$ cat src/rtl/block_stats_pkg.sv
// rtl/block_stats_pkg.sv - shared types and constant functions for block_stats
package block_stats_pkg;

  // fractional bits of the mean reciprocal; one extra bit holds RECIP=1.0 for 1x1 blocks
  localparam int RECIP_FRAC = 16;
  localparam int RECIP_W    = RECIP_FRAC + 1;

  typedef enum logic [1:0] {
    MODE_MEAN     = 2'd0,
    MODE_MAX      = 2'd1,
    MODE_MIX      = 2'd2,
    MODE_MEAN_ALT = 2'd3
  } stat_mode_t;

  typedef enum logic {
    ST_IDLE = 1'b0,
    ST_SEND = 1'b1
  } out_state_t;

  // width that holds a full block of saturated pixels without truncation
  function automatic int sum_width(input int data_w, input int blk_w, input int blk_h);
    return $clog2(blk_w * blk_h * ((1 << data_w) - 1) + 1);
  endfunction

  // round(2^RECIP_FRAC / pixels_per_block)
  function automatic int recip(input int blk_w, input int blk_h);
    int n;
    n = blk_w * blk_h;
    return ((1 << RECIP_FRAC) + n / 2) / n;
  endfunction

endpackage

$ cat src/rtl/block_pos_counter.sv
// rtl/block_pos_counter.sv - video edge detection and block position tracking
module block_pos_counter #(
  parameter int DATA_W  = 8,
  parameter int BLK_W   = 32,
  parameter int BLK_H   = 36,
  parameter int N_BLK_X = 40,
  parameter int N_BLK_Y = 20,
  localparam int BX_W = $clog2(N_BLK_X + 1),
  localparam int BY_W = $clog2(N_BLK_Y + 1)
) (
  input  logic              clk,
  input  logic              rstn,
  input  logic              de,
  input  logic              hs,
  input  logic              vs,
  input  logic [DATA_W-1:0] gray,
  output logic              pix_en,
  output logic [DATA_W-1:0] pix_gray,
  output logic [BX_W-1:0]   pix_bx,
  output logic              swap,
  output logic [BY_W-1:0]   swap_by,
  output logic              vs_rise
);

  localparam int PX_W = (BLK_W > 1) ? $clog2(BLK_W) : 1;
  localparam int LY_W = (BLK_H > 1) ? $clog2(BLK_H) : 1;
  localparam logic [PX_W-1:0] PX_LAST = PX_W'(BLK_W - 1);
  localparam logic [LY_W-1:0] LY_LAST = LY_W'(BLK_H - 1);
  localparam logic [BX_W-1:0] BX_END  = BX_W'(N_BLK_X);
  localparam logic [BY_W-1:0] BY_END  = BY_W'(N_BLK_Y);

  logic              de_q, hs_q, vs_q, de_q2, hs_q2, vs_q2;
  logic [DATA_W-1:0] gray_q;
  logic [PX_W-1:0]   px_q, px_d;
  logic [BX_W-1:0]   bx_q, bx_d;
  logic [LY_W-1:0]   ly_q, ly_d;
  logic [BY_W-1:0]   by_q, by_d;
  logic              hs_rise, de_fall, bx_in, by_in;

  // one register stage on the inputs, a second stage for edge detection
  always_ff @(posedge clk or negedge rstn) begin
    if (!rstn) begin
      de_q   <= 1'b0;
      hs_q   <= 1'b0;
      vs_q   <= 1'b0;
      de_q2  <= 1'b0;
      hs_q2  <= 1'b0;
      vs_q2  <= 1'b0;
      gray_q <= '0;
    end else begin
      de_q   <= de;
      hs_q   <= hs;
      vs_q   <= vs;
      de_q2  <= de_q;
      hs_q2  <= hs_q;
      vs_q2  <= vs_q;
      gray_q <= gray;
    end
  end

  assign hs_rise  = hs_q & ~hs_q2;
  assign de_fall  = ~de_q & de_q2;
  assign vs_rise  = vs_q & ~vs_q2;
  // the counters saturate at the block count, which marks out-of-range pixels and lines
  assign bx_in    = (bx_q != BX_END);
  assign by_in    = (by_q != BY_END);
  assign pix_en   = de_q & bx_in & by_in;
  assign pix_gray = gray_q;
  assign pix_bx   = bx_q;
  assign swap     = de_fall & by_in & (ly_q == LY_LAST);
  assign swap_by  = by_q;

  // next position: pixels on de, lines on the end of de, cleared by hs/vs
  always_comb begin
    px_d = px_q;
    bx_d = bx_q;
    ly_d = ly_q;
    by_d = by_q;
    if (vs_rise) begin
      px_d = '0;
      bx_d = '0;
      ly_d = '0;
      by_d = '0;
    end else begin
      if (hs_rise) begin
        px_d = '0;
        bx_d = '0;
      end else if (de_q && bx_in) begin
        if (px_q == PX_LAST) begin
          px_d = '0;
          bx_d = bx_q + BX_W'(1);
        end else begin
          px_d = px_q + PX_W'(1);
        end
      end
      if (de_fall && by_in) begin
        if (ly_q == LY_LAST) begin
          ly_d = '0;
          by_d = by_q + BY_W'(1);
        end else begin
          ly_d = ly_q + LY_W'(1);
        end
      end
    end
  end

  // position counter registers
  always_ff @(posedge clk or negedge rstn) begin
    if (!rstn) begin
      px_q <= '0;
      bx_q <= '0;
      ly_q <= '0;
      by_q <= '0;
    end else begin
      px_q <= px_d;
      bx_q <= bx_d;
      ly_q <= ly_d;
      by_q <= by_d;
    end
  end

endmodule

$ cat src/rtl/block_stats.sv
// rtl/block_stats.sv - per-block luminance statistics; max path built under BLOCK_STATS_MAX_EN
module block_stats #(
  parameter int DATA_W  = 8,
  parameter int BLK_W   = 32,
  parameter int BLK_H   = 36,
  parameter int N_BLK_X = 40,
  parameter int N_BLK_Y = 20
) (
  input  logic              clk,
  input  logic              rstn,
  input  logic              de,
  input  logic              hs,
  input  logic              vs,
  input  logic [DATA_W-1:0] gray,
  input  logic [1:0]        mode,
  input  logic [DATA_W-1:0] brightness,
  output logic              out_valid,
  input  logic              out_ready,
  output logic [DATA_W-1:0] out_data,
  output logic [5:0]        out_bx,
  output logic [5:0]        out_by,
  output logic              out_last,
  output logic              out_frame_last,
  output logic              overrun
);
  import block_stats_pkg::*;

  localparam int SUM_W  = sum_width(DATA_W, BLK_W, BLK_H);
  localparam int PROD_W = SUM_W + RECIP_W;
  localparam int BX_W   = $clog2(N_BLK_X + 1);
  localparam int BY_W   = $clog2(N_BLK_Y + 1);
  localparam int IX_W   = (N_BLK_X > 1) ? $clog2(N_BLK_X) : 1;
  localparam logic [IX_W-1:0]    IX_LAST = IX_W'(N_BLK_X - 1);
  localparam logic [5:0]         BY_LAST = 6'(N_BLK_Y - 1);
  localparam logic [RECIP_W-1:0] RECIP_K = RECIP_W'(recip(BLK_W, BLK_H));
  localparam logic [DATA_W-1:0]  D_MAX   = '1;

  logic              pix_en, swap, vs_rise, swap_take;
  logic [DATA_W-1:0] pix_gray;
  logic [BX_W-1:0]   pix_bx;
  logic [BY_W-1:0]   swap_by;
  logic [SUM_W-1:0]  acc_sum_q [N_BLK_X];
  logic [SUM_W-1:0]  acc_sum_d [N_BLK_X];
  logic [SUM_W-1:0]  shd_sum_q [N_BLK_X];
  logic [SUM_W-1:0]  shd_sum_d [N_BLK_X];
  out_state_t        state_q;
  logic              valid_q, overrun_q;
  logic [IX_W-1:0]   bx_q;
  logic [5:0]        by_q;
  logic [PROD_W-1:0] prod;
  logic [DATA_W-1:0] mean, stat;

  block_pos_counter #(
    .DATA_W (DATA_W),
    .BLK_W  (BLK_W),
    .BLK_H  (BLK_H),
    .N_BLK_X(N_BLK_X),
    .N_BLK_Y(N_BLK_Y)
  ) u_pos (
    .clk     (clk),
    .rstn    (rstn),
    .de      (de),
    .hs      (hs),
    .vs      (vs),
    .gray    (gray),
    .pix_en  (pix_en),
    .pix_gray(pix_gray),
    .pix_bx  (pix_bx),
    .swap    (swap),
    .swap_by (swap_by),
    .vs_rise (vs_rise)
  );

  // a completed row is only taken when the sequencer is free or finishing this cycle
  assign swap_take = swap & ((state_q == ST_IDLE) | (out_ready & (bx_q == IX_LAST)));

  // sum accumulators clear on every swap (taken or dropped); shadow loads on a taken swap
  always_comb begin
    for (int i = 0; i < N_BLK_X; i++) begin
      shd_sum_d[i] = swap_take ? acc_sum_q[i] : shd_sum_q[i];
      acc_sum_d[i] = acc_sum_q[i];
      if (swap || vs_rise) acc_sum_d[i] = '0;
      else if (pix_en && (pix_bx == BX_W'(i))) acc_sum_d[i] = acc_sum_q[i] + SUM_W'(pix_gray);
    end
  end

  // sum and shadow-sum registers
  always_ff @(posedge clk or negedge rstn) begin
    if (!rstn) begin
      for (int i = 0; i < N_BLK_X; i++) begin
        acc_sum_q[i] <= '0;
        shd_sum_q[i] <= '0;
      end
    end else begin
      for (int i = 0; i < N_BLK_X; i++) begin
        acc_sum_q[i] <= acc_sum_d[i];
        shd_sum_q[i] <= shd_sum_d[i];
      end
    end
  end

`ifdef BLOCK_STATS_MAX_EN
  logic [DATA_W-1:0] acc_max_q [N_BLK_X];
  logic [DATA_W-1:0] acc_max_d [N_BLK_X];
  logic [DATA_W-1:0] shd_max_q [N_BLK_X];
  logic [DATA_W-1:0] shd_max_d [N_BLK_X];
  logic [DATA_W:0]   mix;

  // running maxima follow the same clear/shadow rules as the sums
  always_comb begin
    for (int i = 0; i < N_BLK_X; i++) begin
      shd_max_d[i] = swap_take ? acc_max_q[i] : shd_max_q[i];
      acc_max_d[i] = acc_max_q[i];
      if (swap || vs_rise) acc_max_d[i] = '0;
      else if (pix_en && (pix_bx == BX_W'(i)) && (pix_gray > acc_max_q[i])) acc_max_d[i] = pix_gray;
    end
  end

  // max and shadow-max registers
  always_ff @(posedge clk or negedge rstn) begin
    if (!rstn) begin
      for (int i = 0; i < N_BLK_X; i++) begin
        acc_max_q[i] <= '0;
        shd_max_q[i] <= '0;
      end
    end else begin
      for (int i = 0; i < N_BLK_X; i++) begin
        acc_max_q[i] <= acc_max_d[i];
        shd_max_q[i] <= shd_max_d[i];
      end
    end
  end
`else
  logic unused_mode;
  assign unused_mode = ^mode;
`endif

  // reduce: mean via reciprocal multiply, mode select, brightness offset floored at 0
  always_comb begin
    prod = PROD_W'(shd_sum_q[bx_q]) * PROD_W'(RECIP_K);
    if (|prod[PROD_W-1:RECIP_FRAC+DATA_W]) mean = D_MAX;
    else mean = prod[RECIP_FRAC +: DATA_W];
    stat = mean;
`ifdef BLOCK_STATS_MAX_EN
    mix = ({1'b0, mean} + {1'b0, shd_max_q[bx_q]}) >> 1;
    case (stat_mode_t'(mode))
      MODE_MAX: stat = shd_max_q[bx_q];
      MODE_MIX: stat = mix[DATA_W-1:0];
      default:  stat = mean;
    endcase
`endif
    out_data = (stat > brightness) ? (stat - brightness) : '0;
  end

  // output sequencer: loads a row on a taken swap and walks out_bx on each handshake
  always_ff @(posedge clk or negedge rstn) begin
    if (!rstn) begin
      state_q   <= ST_IDLE;
      valid_q   <= 1'b0;
      bx_q      <= '0;
      by_q      <= '0;
      overrun_q <= 1'b0;
    end else begin
      case (state_q)
        ST_IDLE: begin
          if (swap) begin
            state_q <= ST_SEND;
            valid_q <= 1'b1;
            bx_q    <= '0;
            by_q    <= 6'(swap_by);
          end
        end
        ST_SEND: begin
          if (out_ready) begin
            if (bx_q == IX_LAST) begin
              bx_q <= '0;
              if (swap) begin
                by_q <= 6'(swap_by);
              end else begin
                state_q <= ST_IDLE;
                valid_q <= 1'b0;
              end
            end else begin
              bx_q <= bx_q + IX_W'(1);
            end
          end
        end
        default: begin
          state_q <= ST_IDLE;
          valid_q <= 1'b0;
        end
      endcase
      if (vs_rise) overrun_q <= 1'b0;
      else if (swap && !swap_take) overrun_q <= 1'b1;
    end
  end

  assign out_valid      = valid_q;
  assign out_bx         = 6'(bx_q);
  assign out_by         = by_q;
  assign out_last       = valid_q & (bx_q == IX_LAST);
  assign out_frame_last = out_last & (by_q == BY_LAST);
  assign overrun        = overrun_q;

endmodule

$ cat config.mk
export PLATFORM = sky130hd
export DESIGN_NAME = block_stats
export DESIGN_NICKNAME = d
export VERILOG_FILES = /design/src/rtl/block_stats_pkg.sv /design/src/rtl/block_pos_counter.sv /design/src/rtl/block_stats.sv
export SDC_FILE = /design/constraint.sdc
export NUM_CORES = 2
export LEC_CHECK = 0
export CORE_MARGIN = 3
export CORE_UTILIZATION = 50
export CTS_CLUSTER_DIAMETER = 50
export DETAILED_ROUTE_END_ITERATION = 8
export PLACE_DENSITY = 0.65
export SYNTH_ARGS = -nofsm -noshare
export SYNTH_HDL_FRONTEND = slang
export SYNTH_HIERARCHICAL = 1
export SYNTH_SLANG_ARGS = --single-unit
$ cat constraint.sdc
create_clock -name clk -period 12.5 [get_ports clk]
set_clock_uncertainty 0.1 [all_clocks]
set_input_delay 2.5 -clock clk [delete_from_list [all_inputs] [get_ports clk]]
set_output_delay 2.5 -clock clk [all_outputs]
set_load 0.005 [all_outputs]
==> flow_summary_export.csv <==
group,metric,value,unit
outcome,status,"completed",
synthesis,yosys.area_share.adder,7.41,%
routing,via_per_inst,6.14,
setup_path,end_kind,"output port",
place,hpwl,149000,um
global_route,antenna_found_initial,3,
finish,final_cell_mix,"dfrtp_1 (1558), a21oi_1 (767), mux2_2 (721)",
synthesis,synth-simple-area-share,9.01,%
finish,fin_util,56.5,%
synthesis,async_flop_share,100,%
global_route,grt_max_degree,176,
routing,post-route-drc-count,0,
setup_path,crit_slowest_cell,"dfrtp_4",
setup_path,cp.arrival,9480,ps
synthesis,netlist.area_leader.share,46.7,%
cts,h-tree-depth,4,
die,dieArea,173000,um2
timing,clock.fmax,82.8,MHz
synthesis,synth_area_leaders,"dfrtp_1 (47%), mux2_2 (9.7%), ha_1 (5.7%), a21oi_1 (4.8%), a22o_1 (3.4%)",
cts,clk_pin_slew,60,ps
synthesis,synth-compound-area-share,15.5,%
place,gp_congestion,0.901,
setup_path,crit_type,"reg2out",
finish,area_delta_synth_final,11.5,%
finish,final_common_cell,"dfrtp_1",
job,maxCapViolCount,0,
synthesis,synth_edf_count,0,
synthesis,synth_area_per_cell,11.2,um2
global_route,grt_pass1_vias,61359,
synthesis,synth_top_family_by_area,"compound AO/OA/AOI/OAI gates",
synthesis,syn_area,84000,um2
global_route,overflow,0,
synthesis,synth_top_cell_by_area,"dfrtp_1",
synthesis,synth_fp_nets,8004,
routing,first_pass_iters,5,
power,ir_drop,0.117,mV
power,p_total,0.0111,W
setup_path,critPathRequiredTime,9900,ps
timing,setup_viol,0,
routing,vias,60649,
synthesis,seq_area_frac_synth,46.7,%
synthesis,synth_xor_area_share,2.70,%
cts,cts.sink_count,1570,
finish,fillCellCount,13822,
synthesis,netlist_instances,7526,
setup_path,cpMostUsedCell,"o21ai_0",
finish,drive_gt1_share,18.0,%
cts,cts-root-buf,"clkbuf_16",
routing,drt_iter0_drc,4641,
global_route,grt_pass1_wl,346000,um
synthesis,ys.flop_type,"dfrtp_1",
global_route,grt_usage,25.1,%
timing,slew_headroom,19.4,%
place,dp_cells,9529,
cts,clk_latency,830,ps
timing,finalCriticalPeriod,12080,ps
routing,wire_per_inst,22.2,um
routing,wirelength,219000,um
timing,period_share,96.6,%
setup_path,worst-path-max-fanout,60,
finish,final_nets,8009,
timing,drv_slew,0,
setup_path,cp_slowest_stage_delay,590,ps
die,pin_count,48,
power,p_leak,43.1,nW
cts,numCtsBuffers,181,
synthesis,muxShareOfSynthArea,15.2,%
timing,worst_pin_slew,1210,ps
finish,final_cell_count_no_fill,9871,
synthesis,ys_ff_latch,1570,
routing,ant_nets,0,
cts,clock_path_buffers,3,
cts,ctsHoldBuffers,0,
die,die_h,416,um
cts,cts_tree,"done",
die,core_area,166000,um2
timing,hold_violations,0,
die,start_util,50.7,%
synthesis,ys_types,79,
setup_path,start_kind,"flip-flop",
power,power_density,119,nW/um2
synthesis,ys_warn_count,6,
worst_hold_path,hold_path_class,"reg2reg",
die,dieWidth,416,um
setup_path,r2r_slack,6680,ps
die,rows,149,
place,port_buffers,44,
## power by group
part	switching [W]	total, W	internal, W
registers	0.0000187	0.00512	0.00510
clock network	0.00224	0.00554	0.00331
logic	0.000341	0.000470	0.000129
total	0.00259	0.0111	0.00854
## worst paths after layout
path	startpoint	end	cells after the start
min	u_pos/vs_q	u_pos/vs_q2	0
min reg2reg	u_pos/vs_q	u_pos/vs_q2	0
min in group asynchronous	rstn	acc_sum_q[546]	1
max	out_bx[1]	out_data[4]	31
max in group asynchronous	rstn	acc_sum_q[47]	3
max reg2reg	out_bx[3]	shd_sum_q[602]	10
## sequential cells by signal, indices dropped and copies added, names as in the netlist
register	cells
u_pos/swap_by	5
out_by	5
u_pos/ly_q	6
state_q	1
u_pos/de_q	1
u_pos/hs_q2	1
u_pos/px_q	5
acc_sum_q	760
u_pos/vs_q	1
u_pos/pix_bx	6
out_bx	6
out_valid	1
overrun	1
u_pos/de_q2	1
u_pos/pix_gray	8
u_pos/hs_q	1
u_pos/vs_q2	1
shd_sum_q	760
## timing repair
item | 4_1_cts | 5_1_grt
gates resized for setup | 26 | 78
setup endpoints to repair | 8 | 8
pin swaps | 1 | 7
gates cloned | 0 | 2
setup buffers | 3 | 3
hold endpoints to repair | 0 | 0
## cell type report
class                           instances  area (um2)  share of cell area (%)
Sequential cell                      1570       39300                    42.0
Multi-Input combinational cell       5239       42200                    45.1
Inverter                              365        1380                    1.47
Antenna cell                            1        2.50                 0.00267
Clock inverter                         71         983                    1.05
Timing Repair Buffer                  174        1730                    1.84
Tap cell                             2189        2740                    2.92
Clock buffer                          262        5330                    5.69
## critical path, delay by kind of cell (launching register included)
family / cells / cell delay (ps)
simple gates: 5 / 1070
buf+inv: 3 / 790
compound gates: 17 / 4050
fa+ha+maj: 6 / 2080
flops: 1 / 590
## metal layers
metal  global-route usage, %  vias to the layer above  routed length (um)
met1                    34.7                    31016               97600
met2                    40.8                     1417              104000
met3                    3.84                      328               11500
li1                        -                    27888                   -
met5                       0                        -                   0
met4                    8.22                        0                6220
## cell usage after synthesis (all sizes together) (3+ instances only)
library cell and count:
dfrtp 1570, a21oi 815, mux2 721, nand2 442, ha 381, o21ai 373
inv 365, a22o 325, or3 297, clkbuf 259, xnor2 204, mux2i 195
nor2 169, o21bai 161, o31ai 141, or4 141, nand3 131, mux4 118
buf 93, a21o 91, fa 73, and3 57, xor2 55, nand4 44
o221ai 39, nor4 38, o22ai 37, nor4b 26, nor3 22, a211oi 20
nand2b 16, o22a 16, nor2b 15, and2 9, a21boi 8, o21a 6
a31oi 5, o41ai 5, or2 5, nand4b 4, o211ai 4, a41oi 3
nor3b 3, o311ai 3, or3b 3
## metrics by stage
step / area (um2) / setup TNS, ps / setup WS [ps] / hold WS (ps)
after global routing: 93700 / -3.54 / -3.54 / 315
after global placement: 86900 / 0 / 603 / 263
final: 93700 / 0 / 423 / 283
after floorplan: 84000 / 0 / 2370 / 254
after detailed placement: 86900 / 0 / 422 / 276
after CTS: 93300 / 0 / 0.723 / 290
## cell families after synthesis
logic type / count (synthesis)
buffers and inverters: 717
adder cells (fa/ha/maj): 454
AND/OR/NAND/NOR: 1429
multiplexers: 1034
AO/OA/AOI/OAI: 2062
other: 1
XOR/XNOR: 259
flip-flops: 1570
Power figures use the tool's default switching activity.
